`src/rtl/i2c_msg_scheduler.sv`:
```
// i2c_msg_scheduler: round-robin drain of per-channel I2C RX FIFOs into a framed (chan, len, payload) valid/ready byte stream
module i2c_msg_scheduler #(
  parameter int N        = 12,
  parameter int CW       = 4,
  parameter int FULL_LEN = 64
) (
  input  logic            clk,
  input  logic            rst,
  input  logic [N-1:0]    have_msg_bus,
  input  logic [8*N-1:0]  len_bus,
  input  logic [8*N-1:0]  din_bus,
  output logic [N-1:0]    rdreq_bus,
  output logic [7:0]      tx_data,
  output logic            tx_valid,
  input  logic            tx_ready,
  output logic            busy,
  output logic [CW-1:0]   cur_chan
);
  typedef enum logic [2:0] {IDLE, HDR_CH, HDR_LEN, RD, WAIT, SEND} state_t;
  state_t state;
  logic [CW-1:0] ptr;
  logic [CW-1:0] grant;
  logic [N-1:0] rot;
  logic [7:0] glen;
  logic [7:0] cnt;
  always_comb begin
    grant = '0;
    rot = N'({have_msg_bus, have_msg_bus} >> ptr);
    for (int i = N - 1; i >= 0; i--)
      if (rot[i]) grant = CW'(int'(ptr) + i >= N ? int'(ptr) + i - N : int'(ptr) + i);
    glen = len_bus[8*grant +: 8];
  end
  always_ff @(posedge clk) begin
    if (rst) begin
      state <= IDLE;
      ptr <= '0;
      cur_chan <= '0;
      cnt <= '0;
      rdreq_bus <= '0;
      tx_data <= '0;
      tx_valid <= 1'b0;
      busy <= 1'b0;
    end else begin
      rdreq_bus <= '0;
      case (state)
        IDLE: if (|have_msg_bus) begin
          cur_chan <= grant;
          cnt <= glen == 8'd0 ? 8'(FULL_LEN) : glen;
          tx_data <= 8'(grant);
          tx_valid <= 1'b1;
          busy <= 1'b1;
          state <= HDR_CH;
        end
        HDR_CH: if (tx_ready) begin
          tx_data <= cnt;
          state <= HDR_LEN;
        end
        HDR_LEN: if (tx_ready) begin
          tx_valid <= 1'b0;
          rdreq_bus <= N'(1) << cur_chan;
          state <= RD;
        end
        RD: begin
          cnt <= cnt - 1'b1;
          state <= WAIT;
        end
        WAIT: begin
          tx_data <= din_bus[8*cur_chan +: 8];
          tx_valid <= 1'b1;
          state <= SEND;
        end
        SEND: if (tx_ready) begin
          tx_valid <= 1'b0;
          if (cnt != 8'd0) begin
            rdreq_bus <= N'(1) << cur_chan;
            state <= RD;
          end else begin
            busy <= 1'b0;
            ptr <= cur_chan == CW'(N - 1) ? '0 : cur_chan + 1'b1;
            state <= IDLE;
          end
        end
        default: state <= IDLE;
      endcase
    end
  end
endmodule
```
`config.mk`:
```
export PLATFORM = sky130hd
export DESIGN_NAME = i2c_msg_scheduler
export DESIGN_NICKNAME = d
export VERILOG_FILES = /design/src/rtl/i2c_msg_scheduler.sv
export SDC_FILE = /design/constraint.sdc
export NUM_CORES = 1
export LEC_CHECK = 0
export ABC_CLOCK_PERIOD_IN_PS = 14300
export BUFFER_PORTS_ARGS = -buffer_cell sky130_fd_sc_hd__buf_2
export CORE_MARGIN = 1
export CORE_UTILIZATION = 35
export DETAILED_ROUTE_END_ITERATION = 12
export PLACE_DENSITY = 0.61
export RECOVER_POWER = 25
export SLEW_MARGIN = 10
export SYNTH_ARGS = -nofsm -noshare
export SYNTH_HDL_FRONTEND = slang
export SYNTH_SLANG_ARGS = --single-unit
```
`constraint.sdc`:
```
create_clock -name clk -period 14.3 [get_ports clk]
set_input_delay 2.86 -clock clk [delete_from_list [all_inputs] [get_ports clk]]
set_output_delay 2.86 -clock clk [all_outputs]
set_load 0.01 [all_outputs]
```
==> impl_metrics.tcl, run 1 <==
set metrics [dict create \
    status "finished, final reports clean" \
    clkPwrFrac_pct 30.4 \
    final_cells 1302 \
    p_sw_share_pct 34.8 \
    fill_cells 1986 \
    combinationalPowerShare_pct 41.3 \
    path_buf_inv 2 \
    fmaxAchievable_mhz 144 \
    crit_path_start_kind "input pin" \
    drive_gt1_share_pct 32.4 \
    synth_flop_cell "dfxtp_1" \
    fp.dieArea_um2 20500 \
    rrSetupSlack_ns 8.68 \
    initial_utilization_pct 35.8 \
    numCtsBuffers 5 \
    drt-wirelength-per-cell_um 18.8 \
    grt_first_pass_wirelength_um 38000 \
    skew_ns 0.00585 \
    slowest_stage "a221o_1" \
    cp-end-kind "register" \
    cts_sinks 41 \
    nNetsFinal 1272 \
    setup_slack_ns 7.36 \
    rows 51 \
    clock_latency_ns 0.29 \
    synth_edf_count 0 \
    required_ns 14.50 \
    synth-simple-area-share_pct 18.4 \
    yosys_warnings 0 \
    cpPeakStageDelay_ns 0.75 \
    place_ws_ns 7.16 \
    cts_buffer_depth 2 \
    synth_top_area_share_pct 12.9 \
    area_delta_synth_final_pct 20.2 \
    synth_xor_area_share_pct 1.13 \
    worstSetupPathDepth 13 \
    grt_max_degree 69 \
    globalplace.congestion 0.934 \
    slew_violations 0 \
    yosysSeqAreaShare_pct 11.8 \
    hold_buffers 0 \
    gr-usage-all-layers_pct 23.3 \
    pwr_density_cell_nw_per_um2 58.6 \
    synth_cell_types 81 \
    netlist_instances 860 \
    synth_compound_area_share_pct 31.7 \
    startpoint "have_msg_bus[2]" \
    vias 7828 \
    hp-class "register to register" \
    seq_power_share_pct 28.3 \
    dpl.cell_count 1294 \
    ir_worst_vdd_mv 0.0419 \
    portBuffers 232 \
    die-width_um 143 \
    timing.critical_path.mode_cell "nand2_1" \
    cts-htree-levels 2 \
    crit_path_end "cnt[6]" \
    grt-ovfl-total 0 \
    hold_violations 0 \
    syn_area_um2 6970 \
    cts_setup_buffers 0 \
    cts.reportedPaths.clkPinSlew_ns 0.06 \
    via_per_inst 6.01 \
    p_int_mw 0.320 \
    p_leak_nw 3.34 \
    dr.pass1.iters 6 \
    cts_tree "yes" \
    tns_ns 0 \
    fin_crit_ns 6.94 \
    worst-setup-path-type "input pin to register" \
    hpwl_um 18900 \
    holdWs_ns 0.472 \
    r2r-end "cnt[6]" \
    r2r_start "ptr[1]" \
    min-delay-start "tx_data[1]" \
    worst_slew_pin_slew_ns 1.34 \
    io_pins 233 \
    async_flop_share_pct 0 \
    drc 0 \
    arrival_ns 7.14 \
    setup_viol 0 \
    clockRootBuffer "clkbuf_16" \
    synth_seq_cells 41 \
    synthAdderAreaFrac_pct 5.20 \
    ctsResizeCount 0 \
    syn_nets 1096 \
    synth_top_family_by_area "compound AO/OA/AOI/OAI gates" \
    antenna_left 0 \
    drt_iter0_markers 749 \
    cpLargestDelayFamily "compound AO/OA/AOI/OAI gates" \
    die_y_um 143 \
    detail_route.wirelength_um 24400 \
    antenna_found_initial 0 \
    cap_violations 0 \
    reg2reg_depth 15 \
    switching_power_mw 0.171 \
    post-synth-top-area-cell "mux4_2" \
    postSynthAreaPerCell_um2 8.11 \
    rsz0062_at_grt "false" \
    synthMuxAreaShare_pct 24.9 \
    grt_pass1_vias 7048 \
    crit_chain "buf_2 > mux4_2 > mux2i_2 > nand2_1 > o21ai_2 > buf_4 > nand2_1 > nor2_1 > a221o_1 > mux2_2 > o211a_1 > or3_1 > o41ai_2" \
    slew_headroom_pct 10.9 \
    synthTopCellsByArea "mux4_2 13%, dfxtp_1 12%, mux2i_1 6.6%, ha_1 5.2%, nor2_1 5.0%" \
    period_share_pct 48.5 \
    diodes 0 \
    p_total_mw 0.491 \
    core_um2 19500 \
    critPathMaxFanout 35 \
]
## state kept, by name (all words and copies together) (netlist names)
signal	count
tx_data	8
cur_chan	4
rdreq_bus	12
tx_valid	1
busy	1
cnt	8
ptr	4
state	3
## worst min-delay path: cells and delay by family (launching register included)
kind	cells	cell delay, ns
buffers and inverters	1	0.05
flip-flops	1	0.31
AO/OA/AOI/OAI	1	0.06
## layout make-up
class | instances | area, um2 | area share (%)
well taps | 265 | 332 | 3.96
clock buffers | 5 | 125 | 1.49
repair buffers | 242 | 1220 | 14.6
clock inverters | 3 | 68.8 | 0.821
multi-input cells | 713 | 5690 | 67.8
inverters | 33 | 124 | 1.48
flip-flops and latches | 41 | 826 | 9.85
## power by group through the flow
stage | registers (mW) | clock network (mW) | logic (mW)
global route | 0.141 | 0.156 | 0.222
floorplan | 0.131 | 0 | 0.141
finish | 0.139 | 0.149 | 0.203
global placement | 0.142 | 0 | 0.200
CTS | 0.139 | 0.150 | 0.202
detailed placement | 0.142 | 0 | 0.201
## worst min path at each step
stage | to | slack (ns) | cells past startpoint
after floorplan | tx_data[1] | 0.49 | 2
after global routing | tx_data[0] | 0.50 | 2
after detailed placement | tx_data[0] | 0.46 | 2
final | tx_data[1] | 0.47 | 2
after CTS | tx_data[3] | 0.47 | 2
after global placement | tx_data[2] | 0.46 | 2
## logic make-up (layout without fill, tap and decap cells)
family / count (synthesis) / after routing
compound gates: 295 / 295
simple gates: 266 / 266
mux: 114 / 114
buf+inv: 106 / 283
flops: 41 / 41
fa+ha+maj: 29 / 29
xor+xnor: 9 / 9
## metal layers
layer | GRT usage (%) | up-vias | wire length [um]
li1 | - | 3748 | -
met4 | 5.43 | 0 | 435
met2 | 39.7 | 310 | 12100
met3 | 2.62 | 35 | 1440
met1 | 31.2 | 3735 | 10400
met5 | 0 | - | 0
## metrics by stage
stage	util (%)	area [um2]
floorplan	-	6970
global placement	42.2	8200
detailed placement	42.2	8200
CTS	43.2	8400
global route	43.1	8380
finish	43.1	8380
## cell usage in the layout (no fill, tap or decap), types with 5 or more instances in the layout
cell type / n
o21a_1: 7
o221ai_1: 15
mux2_2: 16
a211oi_1: 23
o221a_2: 10
nor4_1: 8
a21boi_0: 7
nand2_1: 49
a31oi_1: 10
buf_4: 10
o311ai_0: 5
o21ai_0: 32
nor2b_1: 16
clkbuf_1: 13
a221oi_1: 16
nor3_1: 30
xnor2_1: 7
a21oi_1: 50
inv_1: 32
a211o_1: 5
and2_1: 13
and3_1: 12
nor2_1: 93
or3_1: 7
o22ai_1: 21
ha_1: 29
nand3_1: 5
o2111ai_1: 5
o211ai_1: 14
dfxtp_1: 37
a22oi_1: 9
buf_2: 219
nand2b_1: 11
clkbuf_16: 5
nand4_1: 7
a221o_1: 6
a2111oi_0: 5
mux4_2: 40
mux2i_1: 46
## cell usage after synthesis, drive strengths merged, types with 11 or more instances
master / number
a31oi: 11
nor2b: 16
ha: 29
nor2: 93
a22oi: 11
mux4: 42
and3: 12
a211oi: 23
mux2i: 50
o22ai: 22
and2: 13
clkbuf: 44
o221ai: 15
o211ai: 14
dfxtp: 41
o21ai: 36
nand2b: 11
mux2: 22
nor3: 30
nand2: 50
a221oi: 16
inv: 33
buf: 29
a21oi: 50
o221a: 11
Note: power is estimated with default switching activity, not from simulation.
==> run 2, diff against run 1 <==
--- a/config.mk
+++ b/config.mk
@@ -5,7 +5,7 @@
 export SDC_FILE = /design/constraint.sdc
 export NUM_CORES = 1
 export LEC_CHECK = 0
-export ABC_CLOCK_PERIOD_IN_PS = 14300
+export ABC_CLOCK_PERIOD_IN_PS = 6700
 export BUFFER_PORTS_ARGS = -buffer_cell sky130_fd_sc_hd__buf_2
 export CORE_MARGIN = 1
 export CORE_UTILIZATION = 35
==> constraint.sdc (replaced) <==
create_clock -name clk -period 6.7 [get_ports clk]
set_input_delay 1.34 -clock clk [delete_from_list [all_inputs] [get_ports clk]]
set_output_delay 1.34 -clock clk [all_outputs]
set_load 0.01 [all_outputs]
==> impl_metrics.tcl, run 2 (synthesized netlist as in run 1, its figures left out) <==
set metrics [dict create \
    antenna_left 0 \
    ctsResizeCount 0 \
    hold-path-cell-count 2 \
    worst-setup-path-type "register to register" \
    hold_violations 0 \
    period_share_pct 81.3 \
    cp-end-kind "register" \
    hpwl_um 19300 \
    cts_buffer_depth 2 \
    cpPeakStageDelay_ns 0.75 \
    crit_path_start_kind "register" \
    diodes 0 \
    vias 7865 \
    worst_slew_pin_slew_ns 1.35 \
    slowest_stage "dfxtp_2" \
    holdPathEnd "tx_data[1]" \
    core_um2 19500 \
    final_cell_mix "217 x buf_2, 93 x nor2_1, 50 x a21oi_1" \
    cts_setup_buffers 0 \
    area_delta_synth_final_pct 20.2 \
    initial_utilization_pct 35.8 \
    arrival_ns 5.63 \
    final_common_cell "buf_2" \
    die-width_um 143 \
    place_ws_ns 1.28 \
    rrSetupSlack_ns 1.25 \
    cpLargestDelayFamily "compound AO/OA/AOI/OAI gates" \
    antenna_found_initial 0 \
    setup_slack_ns 1.25 \
    grt_pass1_vias 7177 \
    hold_buffers 0 \
    status "finished, final reports clean" \
    dr.pass1.iters 7 \
    rsz0062_at_grt "false" \
    grt_first_pass_wirelength_um 38800 \
    cts_sinks 41 \
    nNetsFinal 1279 \
    drt-wirelength-per-cell_um 19.0 \
    ir_worst_vdd_mv 0.0935 \
    pwr_density_cell_nw_per_um2 115 \
    r2r_start "ptr[1]" \
    clockRootBuffer "clkbuf_16" \
    globalplace.congestion 0.943 \
    hp-class "register to register" \
    cts-htree-levels 2 \
    die_y_um 143 \
    slew_headroom_pct 10.3 \
    portBuffers 232 \
    numCtsBuffers 5 \
    setup_viol 0 \
    reg2reg_depth 19 \
    top_regs "rdreq_bus: 12 flops, cnt: 8 flops, tx_data: 8 flops" \
    via_per_inst 6.01 \
    drt_iter0_markers 888 \
    fmaxAchievable_mhz 183 \
    slew_violations 0 \
    tns_ns 0 \
    drive_gt1_share_pct 32.6 \
    path_buf_inv 3 \
    fp.dieArea_um2 20500 \
    io_pins 233 \
    cts_tree "yes" \
    detail_route.wirelength_um 24800 \
    largest-register "rdreq_bus" \
    crit_chain "inv_1 > ha_1 > a21oi_1 > xnor2_1 > inv_1 > ha_1 > a21oi_1 > nand2_1 > mux2i_1 > o21ai_0 > a221oi_1 > o21ai_0 > a31oi_2 > buf_4 > mux4_2 > nor2b_1 > a221o_1 > nand4b_1 > o41ai_2" \
    drc 0 \
    grt_max_degree 34 \
    cap_violations 0 \
    r2r-end "cnt[6]" \
    required_ns 6.88 \
    clock_latency_ns 0.28 \
    fill_cells 2002 \
    startpoint "ptr[1]" \
    min-delay-start "tx_data[1]" \
    largest_register_ffs 12 \
    cts.reportedPaths.clkPinSlew_ns 0.06 \
    skew_ns 0.00311 \
    gr-usage-all-layers_pct 23.6 \
    grt-ovfl-total 0 \
    critPathMaxFanout 33 \
    p_leak_nw 3.34 \
    fin_crit_ns 5.45 \
    rows 51 \
]
-- run 2: power by group --
part	internal (mW)	switching [mW]	total [mW]
Clock	0.137	0.0937	0.230
Combinational	0.208	0.226	0.434
Sequential	0.261	0.0345	0.295
Total	0.606	0.354	0.960
-- run 2: metrics by stage --
step	hold slack, ns	instance area [um2]	cells	power, mW	utilization, %
global placement	0.461	8260	1301	0.730	42.4
finish	0.465	8380	1309	0.960	43.0
detailed placement	0.465	8260	1301	0.732	42.4
global route	0.501	8380	1309	1.02	43.0
CTS	0.475	8400	1309	0.963	43.1
floorplan	0.490	6970	860	0.581	-
-- run 2: layer usage --
| layer | up-vias | GRT usage [%] | wire length (um) |
|---|---|---|---|
| met5 | - | 0 | 0 |
| met4 | 0 | 3.96 | 282 |
| met3 | 16 | 2.31 | 1210 |
| met2 | 287 | 39.9 | 12200 |
| met1 | 3808 | 32.6 | 11100 |
| li1 | 3754 | - | - |
-- run 2: how the worst max path moves through the flow --
stage / cells past startpoint / to
4_1_cts: 19 / cnt[6]
5_1_grt: 19 / cnt[6]
6_report: 19 / cnt[6]
3_3_place_gp: 16 / cnt[6]
2_1_floorplan: 13 / cnt[6]
3_5_place_dp: 12 / cnt[6]
-- run 2: final cells by class --
cell class | instances | area (um2) | area share, %
clock buffers | 6 | 129 | 1.54
repair buffers | 249 | 1270 | 15.2
multi-input cells | 713 | 5690 | 67.9
clock inverters | 2 | 10.0 | 0.119
well taps | 265 | 332 | 3.96
flip-flops and latches | 41 | 826 | 9.86
inverters | 33 | 124 | 1.48
-- run 2: worst register-to-register path, cell delays in order (launching register included) --
cell and delay, ns:
dfxtp_2 0.75, inv_1 0.38, ha_1 0.33, a21oi_1 0.32
xnor2_1 0.32, inv_1 0.09, ha_1 0.19, a21oi_1 0.15
nand2_1 0.11, mux2i_1 0.23, o21ai_0 0.12, a221oi_1 0.25
o21ai_0 0.22, a31oi_2 0.22, buf_4 0.36, mux4_2 0.39
nor2b_1 0.14, a221o_1 0.28, nand4b_1 0.19, o41ai_2 0.29
